### src/rtl/mode_switch_sequencer_if.sv
// Bus between the configuration decoder, the mode sequencer and the PLL/timing-generator side.
// The slave modport is the sequencer's view; the master modport is the view of whatever drives it.
interface mode_switch_sequencer_if;
   logic [7:0] config_data;
   logic       config_changed;
   logic       pll_locked;
   logic [7:0] active_mode;
   logic       mode_change;
   logic       pll_areset;
   logic       video_reset;
   logic       mode_valid;
   logic       lock_error;

   modport slave (
      input  config_data, config_changed, pll_locked,
      output active_mode, mode_change, pll_areset, video_reset, mode_valid, lock_error
   );

   modport master (
      output config_data, config_changed, pll_locked,
      input  active_mode, mode_change, pll_areset, video_reset, mode_valid, lock_error
   );
endinterface

### src/rtl/mode_switch_sequencer.sv
// Debounces the decoded video mode, commits it to active_mode, then sequences the PLL reset,
// waits for a stable lock and releases the timing generator. It retries on lock timeout or lock loss.
module mode_switch_sequencer #(
   parameter logic [15:0] DEBOUNCE_CYCLES     = 16'd50000,
   parameter logic [15:0] RESET_HOLD_CYCLES   = 16'd64,
   parameter logic [15:0] LOCK_STABLE_CYCLES  = 16'd256,
   parameter logic [23:0] LOCK_TIMEOUT_CYCLES = 24'd1000000
) (
   input  logic                  clock,
   input  logic                  reset_n,
   mode_switch_sequencer_if.slave bus
);
   localparam logic [15:0] DEB_LAST    = DEBOUNCE_CYCLES - 16'd1;
   localparam logic [15:0] HOLD_LAST   = RESET_HOLD_CYCLES - 16'd1;
   localparam logic [15:0] STABLE_LAST = LOCK_STABLE_CYCLES - 16'd1;
   localparam logic [23:0] TMO_LAST    = LOCK_TIMEOUT_CYCLES - 24'd1;

   typedef enum logic [1:0] {DEBOUNCE, APPLY, WAIT_LOCK, RUN} state_t;

   state_t      state;
   logic [7:0]  candidate;
   logic        first;
   logic [15:0] deb_cnt;
   logic [15:0] hold_cnt;
   logic [15:0] stable_cnt;
   logic [23:0] tmo_cnt;

   logic [7:0]  active_mode;
   logic        mode_change;
   logic        pll_areset;
   logic        video_reset;
   logic        mode_valid;
   logic        lock_error;

   assign bus.active_mode = active_mode;
   assign bus.mode_change = mode_change;
   assign bus.pll_areset  = pll_areset;
   assign bus.video_reset = video_reset;
   assign bus.mode_valid  = mode_valid;
   assign bus.lock_error  = lock_error;

   always_ff @(posedge clock or negedge reset_n) begin
      if (!reset_n) begin
         state       <= DEBOUNCE;
         candidate   <= '0;
         first       <= 1'b1;
         deb_cnt     <= '0;
         hold_cnt    <= '0;
         stable_cnt  <= '0;
         tmo_cnt     <= '0;
         active_mode <= '0;
         mode_change <= 1'b0;
         pll_areset  <= 1'b1;
         video_reset <= 1'b1;
         mode_valid  <= 1'b0;
         lock_error  <= 1'b0;
      end else begin
         mode_change <= 1'b0;
         case (state)
            DEBOUNCE: begin
               if (first || bus.config_changed || (bus.config_data != candidate)) begin
                  candidate <= bus.config_data;
                  deb_cnt   <= '0;
                  first     <= 1'b0;
               end else if (deb_cnt == DEB_LAST) begin
                  // A glitch that settles back on the running mode returns without touching the pipeline
                  if (mode_valid && (candidate == active_mode)) begin
                     state <= RUN;
                  end else begin
                     state       <= APPLY;
                     active_mode <= candidate;
                     mode_change <= 1'b1;
                     pll_areset  <= 1'b1;
                     video_reset <= 1'b1;
                     mode_valid  <= 1'b0;
                     hold_cnt    <= '0;
                  end
               end else begin
                  deb_cnt <= deb_cnt + 16'd1;
               end
            end

            APPLY: begin
               if (hold_cnt == HOLD_LAST) begin
                  state      <= WAIT_LOCK;
                  pll_areset <= 1'b0;
                  stable_cnt <= '0;
                  tmo_cnt    <= '0;
               end else begin
                  hold_cnt <= hold_cnt + 16'd1;
               end
            end

            WAIT_LOCK: begin
               // Lock is tested before timeout so a lock on the last allowed cycle still wins
               if (bus.pll_locked && (stable_cnt == STABLE_LAST)) begin
                  state       <= RUN;
                  video_reset <= 1'b0;
                  mode_valid  <= 1'b1;
                  lock_error  <= 1'b0;
               end else if (tmo_cnt == TMO_LAST) begin
                  state       <= APPLY;
                  lock_error  <= 1'b1;
                  active_mode <= candidate;
                  mode_change <= 1'b1;
                  pll_areset  <= 1'b1;
                  video_reset <= 1'b1;
                  mode_valid  <= 1'b0;
                  hold_cnt    <= '0;
               end else begin
                  tmo_cnt    <= tmo_cnt + 24'd1;
                  stable_cnt <= bus.pll_locked ? (stable_cnt + 16'd1) : '0;
               end
            end

            RUN: begin
               if (!bus.pll_locked) begin
                  state       <= APPLY;
                  lock_error  <= 1'b1;
                  active_mode <= candidate;
                  mode_change <= 1'b1;
                  pll_areset  <= 1'b1;
                  video_reset <= 1'b1;
                  mode_valid  <= 1'b0;
                  hold_cnt    <= '0;
               end else if (bus.config_changed || (bus.config_data != active_mode)) begin
                  state     <= DEBOUNCE;
                  candidate <= bus.config_data;
                  deb_cnt   <= '0;
               end
            end

            default: state <= DEBOUNCE;
         endcase
      end
   end
endmodule

### src/flat_wrapper.sv
// flat-port wrapper written by rule: the top's interface ports become plain ports
module mode_switch_sequencer_flat 
#(
   parameter logic [15:0] DEBOUNCE_CYCLES     = 16'd50000,
   parameter logic [15:0] RESET_HOLD_CYCLES   = 16'd64,
   parameter logic [15:0] LOCK_STABLE_CYCLES  = 16'd256,
   parameter logic [23:0] LOCK_TIMEOUT_CYCLES = 24'd1000000
)
  (clock, reset_n, bus_config_data, bus_config_changed, bus_pll_locked, bus_active_mode, bus_mode_change, bus_pll_areset, bus_video_reset, bus_mode_valid, bus_lock_error);
  mode_switch_sequencer_if bus_i ();
  input  logic clock;
  input  logic reset_n;
  input wire logic [$bits(bus_i.config_data)-1:0] bus_config_data;
  input wire logic [$bits(bus_i.config_changed)-1:0] bus_config_changed;
  input wire logic [$bits(bus_i.pll_locked)-1:0] bus_pll_locked;
  output wire logic [$bits(bus_i.active_mode)-1:0] bus_active_mode;
  output wire logic [$bits(bus_i.mode_change)-1:0] bus_mode_change;
  output wire logic [$bits(bus_i.pll_areset)-1:0] bus_pll_areset;
  output wire logic [$bits(bus_i.video_reset)-1:0] bus_video_reset;
  output wire logic [$bits(bus_i.mode_valid)-1:0] bus_mode_valid;
  output wire logic [$bits(bus_i.lock_error)-1:0] bus_lock_error;
  assign bus_i.config_data = bus_config_data;
  assign bus_i.config_changed = bus_config_changed;
  assign bus_i.pll_locked = bus_pll_locked;
  assign bus_active_mode = bus_i.active_mode;
  assign bus_mode_change = bus_i.mode_change;
  assign bus_pll_areset = bus_i.pll_areset;
  assign bus_video_reset = bus_i.video_reset;
  assign bus_mode_valid = bus_i.mode_valid;
  assign bus_lock_error = bus_i.lock_error;
  mode_switch_sequencer #(.DEBOUNCE_CYCLES(DEBOUNCE_CYCLES), .RESET_HOLD_CYCLES(RESET_HOLD_CYCLES), .LOCK_STABLE_CYCLES(LOCK_STABLE_CYCLES), .LOCK_TIMEOUT_CYCLES(LOCK_TIMEOUT_CYCLES)) u_core (.clock(clock), .reset_n(reset_n), .bus(bus_i));
endmodule
### config.mk
export PLATFORM = sky130hd
export DESIGN_NAME = mode_switch_sequencer_flat
export DESIGN_NICKNAME = d
export VERILOG_FILES = /design/src/rtl/mode_switch_sequencer_if.sv /design/src/rtl/mode_switch_sequencer.sv /design/src/flat_wrapper.sv
export SDC_FILE = /design/constraint.sdc
export NUM_CORES = 1
export LEC_CHECK = 0
export BUFFER_PORTS_ARGS = -buffer_cell sky130_fd_sc_hd__buf_4
export CELL_PAD_IN_SITES_DETAIL_PLACEMENT = 2
export CELL_PAD_IN_SITES_GLOBAL_PLACEMENT = 2
export CORE_MARGIN = 4
export CORE_UTILIZATION = 35
export DETAILED_ROUTE_END_ITERATION = 8
export GPL_ROUTABILITY_DRIVEN = 0
export HOLD_SLACK_MARGIN = 0.03
export PLACE_DENSITY_LB_ADDON = 0.1
export SETUP_SLACK_MARGIN = 0.4
export SLEW_MARGIN = 20
export SYNTH_ARGS = -nofsm -noshare
export SYNTH_HDL_FRONTEND = slang
export SYNTH_SLANG_ARGS = --single-unit
### constraint.sdc
create_clock -name clock -period 2.6 [get_ports clock]
set_input_delay 0.26 -clock clock [delete_from_list [all_inputs] [get_ports clock]]
set_output_delay 0.26 -clock clock [all_outputs]
set_load 0.03 [all_outputs]
# Yosys cells after proc, flatten, opt, wreduce, memory -nomap -nowiden
# Index checks and enable logic that the tools add are counted.
# classes
n_addsub,4
eq_ne,25
n_mux,67
reduce_logical,20
# ops
operator,n
$mux 16,15
$mux 24,3
$mux 8,9
$pmux 16 s2,2
$pmux 16 s4,1
$add 16x1->16 const B,3
$pmux 24 s2,1
$add 24x1->24 const B,1
$eq 24x20->1 const B,1
$pmux 8 s3,1
$reduce_and 7->1,3
$mux 1,20
$eq 16x16->1 const B,1
$eq 16x6->1 const B,1
$eq 16x8->1 const B,1
$mux 2,8
$ne 8x8->1,2
$pmux 8 s2,1
$ne 2x2->1 const B,7
$reduce_and 4->1,3
$ne 2x1->1 const B,5
$pmux 1 s3,3
$eq 8x8->1,1
$pmux 2 s4,1
other kinds (15),22
# totals
reg_bits,96
input_bits,12
word_cells,129

# Logic depth before layout (Yosys ltp)
# Gate-level depths: netlist of the first run.
# depth
depth_word,6
depth_mapped,10
depth_no_buf,7

# Least setup slack after synthesis of the first run
# OpenSTA, ideal clock, no wires.
# synth_timing
kind,flip-flop to flip-flop
start,register u_core.stable_cnt[12]
end,register u_core.hold_cnt[15]
setup_time_ns,0.087
arrival_ns,2.527
setup_slack_ns,-0.014
path_stages_with_launch,10
synth_period_minus_slack_ns,2.614
path_cell_list,dfrtp_1 -> or4_1 -> or4_1 -> buf_2 -> or3_1 -> buf_2 -> and4_1 -> buf_2 -> buf_2 -> o211ai_1
# synth_via
elab_chain_cells,4
# synth_rtl
item,line_no,source
"start, declared",mode_switch_sequencer.sv:25,logic [15:0] stable_cnt;
"start signal, assigned",mode_switch_sequencer.sv:112,stable_cnt <= bus.pll_locked ? (stable_cnt + 16'd1) : '0;
$eq 16x8->1,mode_switch_sequencer.sv:96,if (bus.pll_locked && (stable_cnt == STABLE_LAST)) begin
$logic_and 1x1->1,mode_switch_sequencer.sv:96,
$ne 2x2->1 (no line),n/a,
$reduce_and 7->1 (no line),n/a,
"end signal, assigned",mode_switch_sequencer.sv:90,hold_cnt <= hold_cnt + 16'd1;
"end, declared",mode_switch_sequencer.sv:24,logic [15:0] hold_cnt;
# Every way passes these cells.
# A chain may end at the register's enable or synchronous reset.

# Worst setup path after layout of the first run
# layout_timing
start,register u_core.hold_cnt[8]
end,register u_core.tmo_cnt[23]
# layout_via
elab_chain_cells,3
# layout_rtl
item,line_no,source
$eq 16x6->1,mode_switch_sequencer.sv:84,if (hold_cnt == HOLD_LAST) begin
$ne 2x1->1 (no line),n/a,
$reduce_and 4->1 (no line),n/a,
"end signal, assigned",mode_switch_sequencer.sv:111,tmo_cnt <= tmo_cnt + 24'd1;
"end, declared",mode_switch_sequencer.sv:26,logic [23:0] tmo_cnt;
# Every way passes these cells.

==> run_results.csv, run 1 <==
group,metric,value,unit
sta,slew-limit-headroom,53.4,%
cts,clk_latency,0.37,ns
synth,async_reset_ff_share,100,%
placement,io_buffer_count,24,
synth,synth_area_leaders,"dfrtp_1, o21ai_0, mux2_2",
cells_and_area,multi_input_area,3630,um^2
setup_path,cp_common_cell,"or4_4",
synth,synthXorXnorAreaFrac,6.57,%
sta,setup_viol,43,
grt,grt_pass1_wl,34400,um
route,vias,5444,
cells_and_area,n_fill_cell,1426,
synth,synthDistinctLibCells,60,
cells_and_area,n_antenna_cell,0,
cts,cts_root_buf,"clkbuf_16",
floorplanning,core,14800,um^2
floorplanning,ios,25,
cts,htreeDepth,3,
synth,ys_seq_elements,96,
synth,avgSynthCellArea,9.43,um^2
min_path,hp-class,"input pin to register",
synth,synth_top_family_by_area,"simple AND/OR/NAND/NOR gates",
cts,clkTransAtPathRegs,0.09,ns
route,wl_per_cell,28.7,um
synth,synthFlopType,"dfrtp_1",
cts,cts_sinks,96,
cts,cts_tree,"done",
power,vdd.ir_drop.worst,0.320,mV
sta,slew_violations,0,
grt,grt_max_degree,54,
synth,synth.largest_area_cell,"dfrtp_1",
power,leakage,0.00341,uW
synth,ys_warn_count,0,
power,power_density,396,nW/um^2
setup_path,required,2.85,ns
setup_path,cp_max_fo,8,
synth,yosysSeqAreaShare,45.1,%
setup_path,crit_type,"register to register",
run_status,outcome,"complete, but fails checks",
synth,synth_nets,582,
flow_run,maxCapViolCount,0,
cells_and_area,fin_cells,887,
setup_path,path_buf_inv,1,
placement,dp.cells,823,
placement,dp_hpwl,12300,um
floorplanning,die_x,131,um
cells_and_area,area_growth,49.8,%
grt,track_usage,24.8,%
grt,grt-ovfl-total,0,
synth,yosys.area_share.adder,0.938,%
run_status,violations,"setup timing",
setup_path,cp_slowest_cell,"or4_4",
synth,synth_simple_gate_area_share,23.1,%
grt,antenna_found_initial,0,
cells_and_area,drive_gt1_share,43.1,%
placement,place_ws,-0.138,ns
route,finalWirelength,25400,um
floorplanning,start_util,36.2,%
setup_path,slowest_delay,0.56,ns
sta,tightest_slew,0.691,ns
setup_path,cp_top_family,"simple AND/OR/NAND/NOR gates",
route,viasPerCell,6.14,
route,ant_nets,0,
floorplanning,die_y,131,um
sta,min_period,2.83,ns
synth,synth_compound_area_share,18.1,%
synth,synth_top_area_share,43.6,%
synth,muxShareOfSynthArea,3.78,%
floorplanning,rows,44,
sta,postLayoutSetupSlackWorst,-0.231,ns
cts,numCtsBuffers,9,
setup_path,end_kind,"register",
synth,syn-cell-area,5340,um^2
cts,clock_path_buffers,2,
synth,synth_common_cells,"dfrtp_1, o21ai_0, nor2_1",
cells_and_area,regArea,2410,um^2
floorplanning,fp.dieArea,17300,um^2
synth,synthCells,566,
sta,clock_skew,0.0160,ns
cells_and_area,finalNetCount,714,
route,drc,0,
synth,synth_edf_count,0,
route,drt-initial-drc-count,285,
sta,hold_viol,0,
grt,grt_pass1_vias,5991,
setup_path,critPathArrivalTime,3.09,ns
setup_path,start_kind,"register",
power,total_power,3160,uW
setup_path,worstPathCellList,"or4_4, or4_4, buf_6, or3_4, a2111oi_4, xnor2_1, nor2_1",
sta,rsz0062_at_grt,"true",
sta,fmax,353,MHz
sta,min_period_over_period,109,%
synth,yosysMostFrequentCell,"dfrtp_1",
route,firstDrtPassIters,4,
## worst reg2reg max path: stages (launching register included)
cell and delay (ns):
dfrtp_1 0.41, or4_4 0.51, or4_4 0.56, buf_6 0.14, or3_4 0.43, a2111oi_4 0.37
xnor2_1 0.20, nor2_1 0.10
## path summary, 6_finish.rpt
path                                           startpoint                               to  slack [ns]  cells after the start
max                        u_core.hold_cnt[8]$_DFFE_PN0P_   u_core.tmo_cnt[23]$_DFFE_PN0P_       -0.23                      7
min                                    bus_config_data[1]  u_core.candidate[1]$_DFFE_PN0P_        0.17                      2
max reg2reg                u_core.hold_cnt[8]$_DFFE_PN0P_   u_core.tmo_cnt[23]$_DFFE_PN0P_       -0.23                      7
min reg2reg                      u_core.first$_DFFE_PN1P_         u_core.first$_DFFE_PN1P_        0.50                      1
max in group asynchronous                         reset_n         u_core.first$_DFFE_PN1P_        1.35                      3
min in group asynchronous                         reset_n    u_core.tmo_cnt[6]$_DFFE_PN0P_        0.47                      2
## kinds of logic after synthesis
kind of cell	after synthesis
xor+xnor	40
flops	96
fa+ha+maj	4
compound gates	149
simple gates	228
mux	18
buf+inv	31
## stage by stage
step	hold WS, ns	util [%]	instance area (um^2)	TNS, ns
after floorplan	-0.0356	-	5460	0
after global placement	0.326	42.6	6290	-1.66
after detailed placement	0.330	42.6	6290	-2.61
after CTS	0.163	50.8	7490	-0.513
after global routing	0.168	54.2	7990	-6.82
final	0.165	54.2	7990	-3.43
## flip-flops by register name, summed over array words and instances (netlist names), 2 cells and up
signal and flops:
u_core.state 2, u_core.stable_cnt 16, u_core.hold_cnt 16, u_core.deb_cnt 16, u_core.tmo_cnt 24, u_core.candidate 8
u_core.bus.active_mode 8
## layer usage
metal / part of all wire (%) / GRT usage (%) / wire [um] / vias up
met2: 52 / 46.1 / 13300 / 121
met5: 0 / 0 / 0 / -
met3: 3.0 / 2.83 / 767 / 64
met1: 41 / 29.7 / 10300 / 2876
li1: - / - / - / 2383
met4: 4.0 / 8.52 / 1010 / 0
## what timing repair did
item / 4_1_cts / 5_1_grt
gates resized for setup: 168 / 64
hold endpoints to repair: 43 / 0
buffers inserted: 23 / 16
endpoints found under the setup margin: 86 / 94
cloned: 6 / 2
pin swaps: 71 / 28
hold buffers: 1 / 0
## cell type report
cell class                      count  share of cell area (%)
Tap cell                          184                    2.88
Multi-Input combinational cell    441                    45.4
Inverter                           11                   0.517
Clock inverter                      5                   0.798
Clock buffer                       11                    3.16
Timing Repair Buffer              139                    17.1
Sequential cell                    96                    30.1
## layout by cell type (no fill, tap or decap), types with 11 or more instances in the layout
master and instances:
o21ai_1 12, a21oi_1 11, xnor2_1 17, nand4_1 14, buf_6 32, xor2_1 20, o21ai_2 22, nand3_1 28
nand2_1 32, and3_1 15, dfrtp_1 92, nor2_1 38, buf_4 91, a21oi_2 13
## where the power goes
part / internal [uW] / switching (uW)
registers: 1500 / 16.2
clock network: 809 / 705
logic: 47.2 / 82.7
Power figures use the tool's default switching activity.
==> inputs of run 2 (changes only) <==
Settings changed: RECOVER_POWER set to 50.
==> run 2 against run 1 <==
The run still ends with setup timing left. Die area is the same. Sequential power is essentially flat. Hold slack lost 0.00065 ns.
==> run_results.csv, run 2 (synthesis results as in run 1) <==
group,metric,value,unit
sta,totalNegativeSetupSlack,-3.29,ns
cells_and_area,area_growth,48.5,%
route,firstDrtPassIters,4,
cells_and_area,final_common_cell,"dfrtp_1",
setup_path,end_kind,"register",
sta,slew_violations,0,
cells_and_area,finalNetCount,714,
min_path,hp-class,"input pin to register",
cells_and_area,final_cell_mix,"dfrtp_1, buf_4, nor2_1",
cts,cts_tree,"done",
cts,clkTransAtPathRegs,0.09,ns
sta,postLayoutSetupSlackWorst,-0.219,ns
min_path,whs_path_depth,2,
sta,rsz0062_at_grt,"true",
floorplanning,start_util,36.2,%
route,drt-initial-drc-count,288,
cells_and_area,stdcell_area,7930,um^2
cells_and_area,n_antenna_cell,0,
sta,clock_skew,0.0172,ns
floorplanning,core,14800,um^2
sta,min_period_over_period,108,%
cts,clock_path_buffers,2,
setup_path,crit_type,"register to register",
power,power_density,398,nW/um^2
grt,grt_pass1_vias,5991,
grt,track_usage,24.8,%
sta,fmax,355,MHz
run_status,violations,"setup timing",
floorplanning,die_x,131,um
cells_and_area,largest_reg_flops,24,
route,ant_nets,0,
cts,numCtsBuffers,9,
placement,place_area,6290,um^2
flow_run,maxCapViolCount,0,
run_status,outcome,"complete, but fails checks",
setup_path,critPathArrivalTime,3.08,ns
sta,slew-limit-headroom,19.4,%
setup_path,start_kind,"register",
setup_path,cp_max_fo,8,
sta,hold_viol,0,
setup_path,r2r_cells,7,
grt,grt_pass1_wl,34400,um
cts,htreeDepth,3,
cts,cts_sinks,96,
setup_path,cp_common_cell,"or4_4",
placement,dp_hpwl,12300,um
sta,tightest_slew,1.21,ns
power,vdd.ir_drop.worst,0.321,mV
route,finalWirelength,25400,um
grt,grt_max_degree,54,
setup_path,r2r_slack,-0.22,ns
cts,cts_root_buf,"clkbuf_16",
grt,antenna_found_initial,0,
floorplanning,fp.dieArea,17300,um^2
setup_path,worstPathCellList,"or4_4, or4_4, buf_6, or3_4, a2111oi_4, xnor2_1, nor2_1",
setup_path,slowest_delay,0.56,ns
floorplanning,ios,25,
route,vias,5436,
grt,grt-ovfl-total,0,
route,drc,0,
setup_path,cp_slowest_cell,"or4_4",
floorplanning,rows,44,
floorplanning,die_y,131,um
cells_and_area,regMostFlops,"u_core.tmo_cnt",
setup_path,required,2.86,ns
cells_and_area,drive_gt1_share,41.1,%
cts,clk_latency,0.37,ns
placement,io_buffer_count,24,
route,wl_per_cell,28.6,um
route,viasPerCell,6.13,
sta,min_period,2.82,ns
cells_and_area,n_fill_cell,1444,
sta,setup_viol,43,
power,leakage,0.00335,uW
-- run 2: cell count changes in the layout (fill, tap and decap cells not counted), sizes merged --
cell / delta
clkbuf: +16
buf: -16
-- run 2: metrics by stage --
| step | hold slack [ns] | setup slack (ns) | util, % | power (uW) | std cells |
|---|---|---|---|---|---|
| 2_1_floorplan | -0.0356 | 0.0318 | - | 1580 | 566 |
| 3_3_place_gp | 0.326 | -0.124 | 42.6 | 1650 | 823 |
| 3_5_place_dp | 0.330 | -0.138 | 42.6 | 1660 | 823 |
| 4_1_cts | 0.163 | -0.0952 | 50.8 | 3110 | 869 |
| 5_1_grt | 0.168 | -0.284 | 53.7 | 3250 | 887 |
| 6_report | 0.165 | -0.219 | 53.7 | 3150 | 887 |
-- run 2: worst paths after layout --
| path | startpoint | end |
|---|---|---|
| worst max-delay path | u_core.hold_cnt[8]$_DFFE_PN0P_ | u_core.tmo_cnt[23]$_DFFE_PN0P_ |
| worst min-delay path | bus_config_data[1] | u_core.candidate[1]$_DFFE_PN0P_ |
| worst max register to register | u_core.hold_cnt[8]$_DFFE_PN0P_ | u_core.tmo_cnt[23]$_DFFE_PN0P_ |
| worst min register to register | u_core.first$_DFFE_PN1P_ | u_core.first$_DFFE_PN1P_ |
| max in group asynchronous | reset_n | u_core.candidate[7]$_DFFE_PN0P_ |
| min in group asynchronous | reset_n | u_core.tmo_cnt[6]$_DFFE_PN0P_ |
-- run 2: layout make-up --
type                       instances  area (um^2)  area share (%)
timing repair buffer             139         1300            16.4
tap                              184          230            2.90
multi-input combinational        441         3630            45.8
clock buffer                      11          253            3.19
inverter                          11         41.3           0.521
sequential                        96         2410            30.4
clock inverter                     5         63.8           0.805
-- run 2: power breakdown --
group	internal [uW]	switching [uW]	leakage, uW	total, uW
Sequential	1500	16.0	0.00120	1520
Combinational	43.8	81.5	0.00200	125
Clock	809	699	0.000152	1510
Total	2360	796	0.00335	3150
-- run 2: critical path, delay by kind of cell, from the launching register on --
kind | cells | cell delay [ns]
AND/OR/NAND/NOR | 4 | 1.59
flip-flops | 1 | 0.41
AO/OA/AOI/OAI | 1 | 0.37
XOR/XNOR | 1 | 0.19
buffers and inverters | 1 | 0.14
-- run 2: routing by layer --
| metal | routed length (um) | GRT usage (%) | share of wire (%) | vias up |
|---|---|---|---|---|
| met5 | 0 | 0 | 0 | - |
| met2 | 13300 | 46.1 | 52 | 131 |
| met3 | 790 | 2.83 | 3.1 | 65 |
| met1 | 10300 | 29.7 | 41 | 2862 |
| li1 | - | - | - | 2378 |
| met4 | 1030 | 8.52 | 4.0 | 0 |
-- run 2: repair_timing --
| item | in CTS | in global routing |
|---|---|---|
| gates cloned | 6 | 2 |
| hold endpoints to repair | 43 | 0 |
| hold buffers | 1 | 0 |
| buffers inserted | 23 | 16 |
| setup endpoints to repair | 86 | 94 |
| resized for setup | 168 | 64 |
| pin swaps | 71 | 28 |
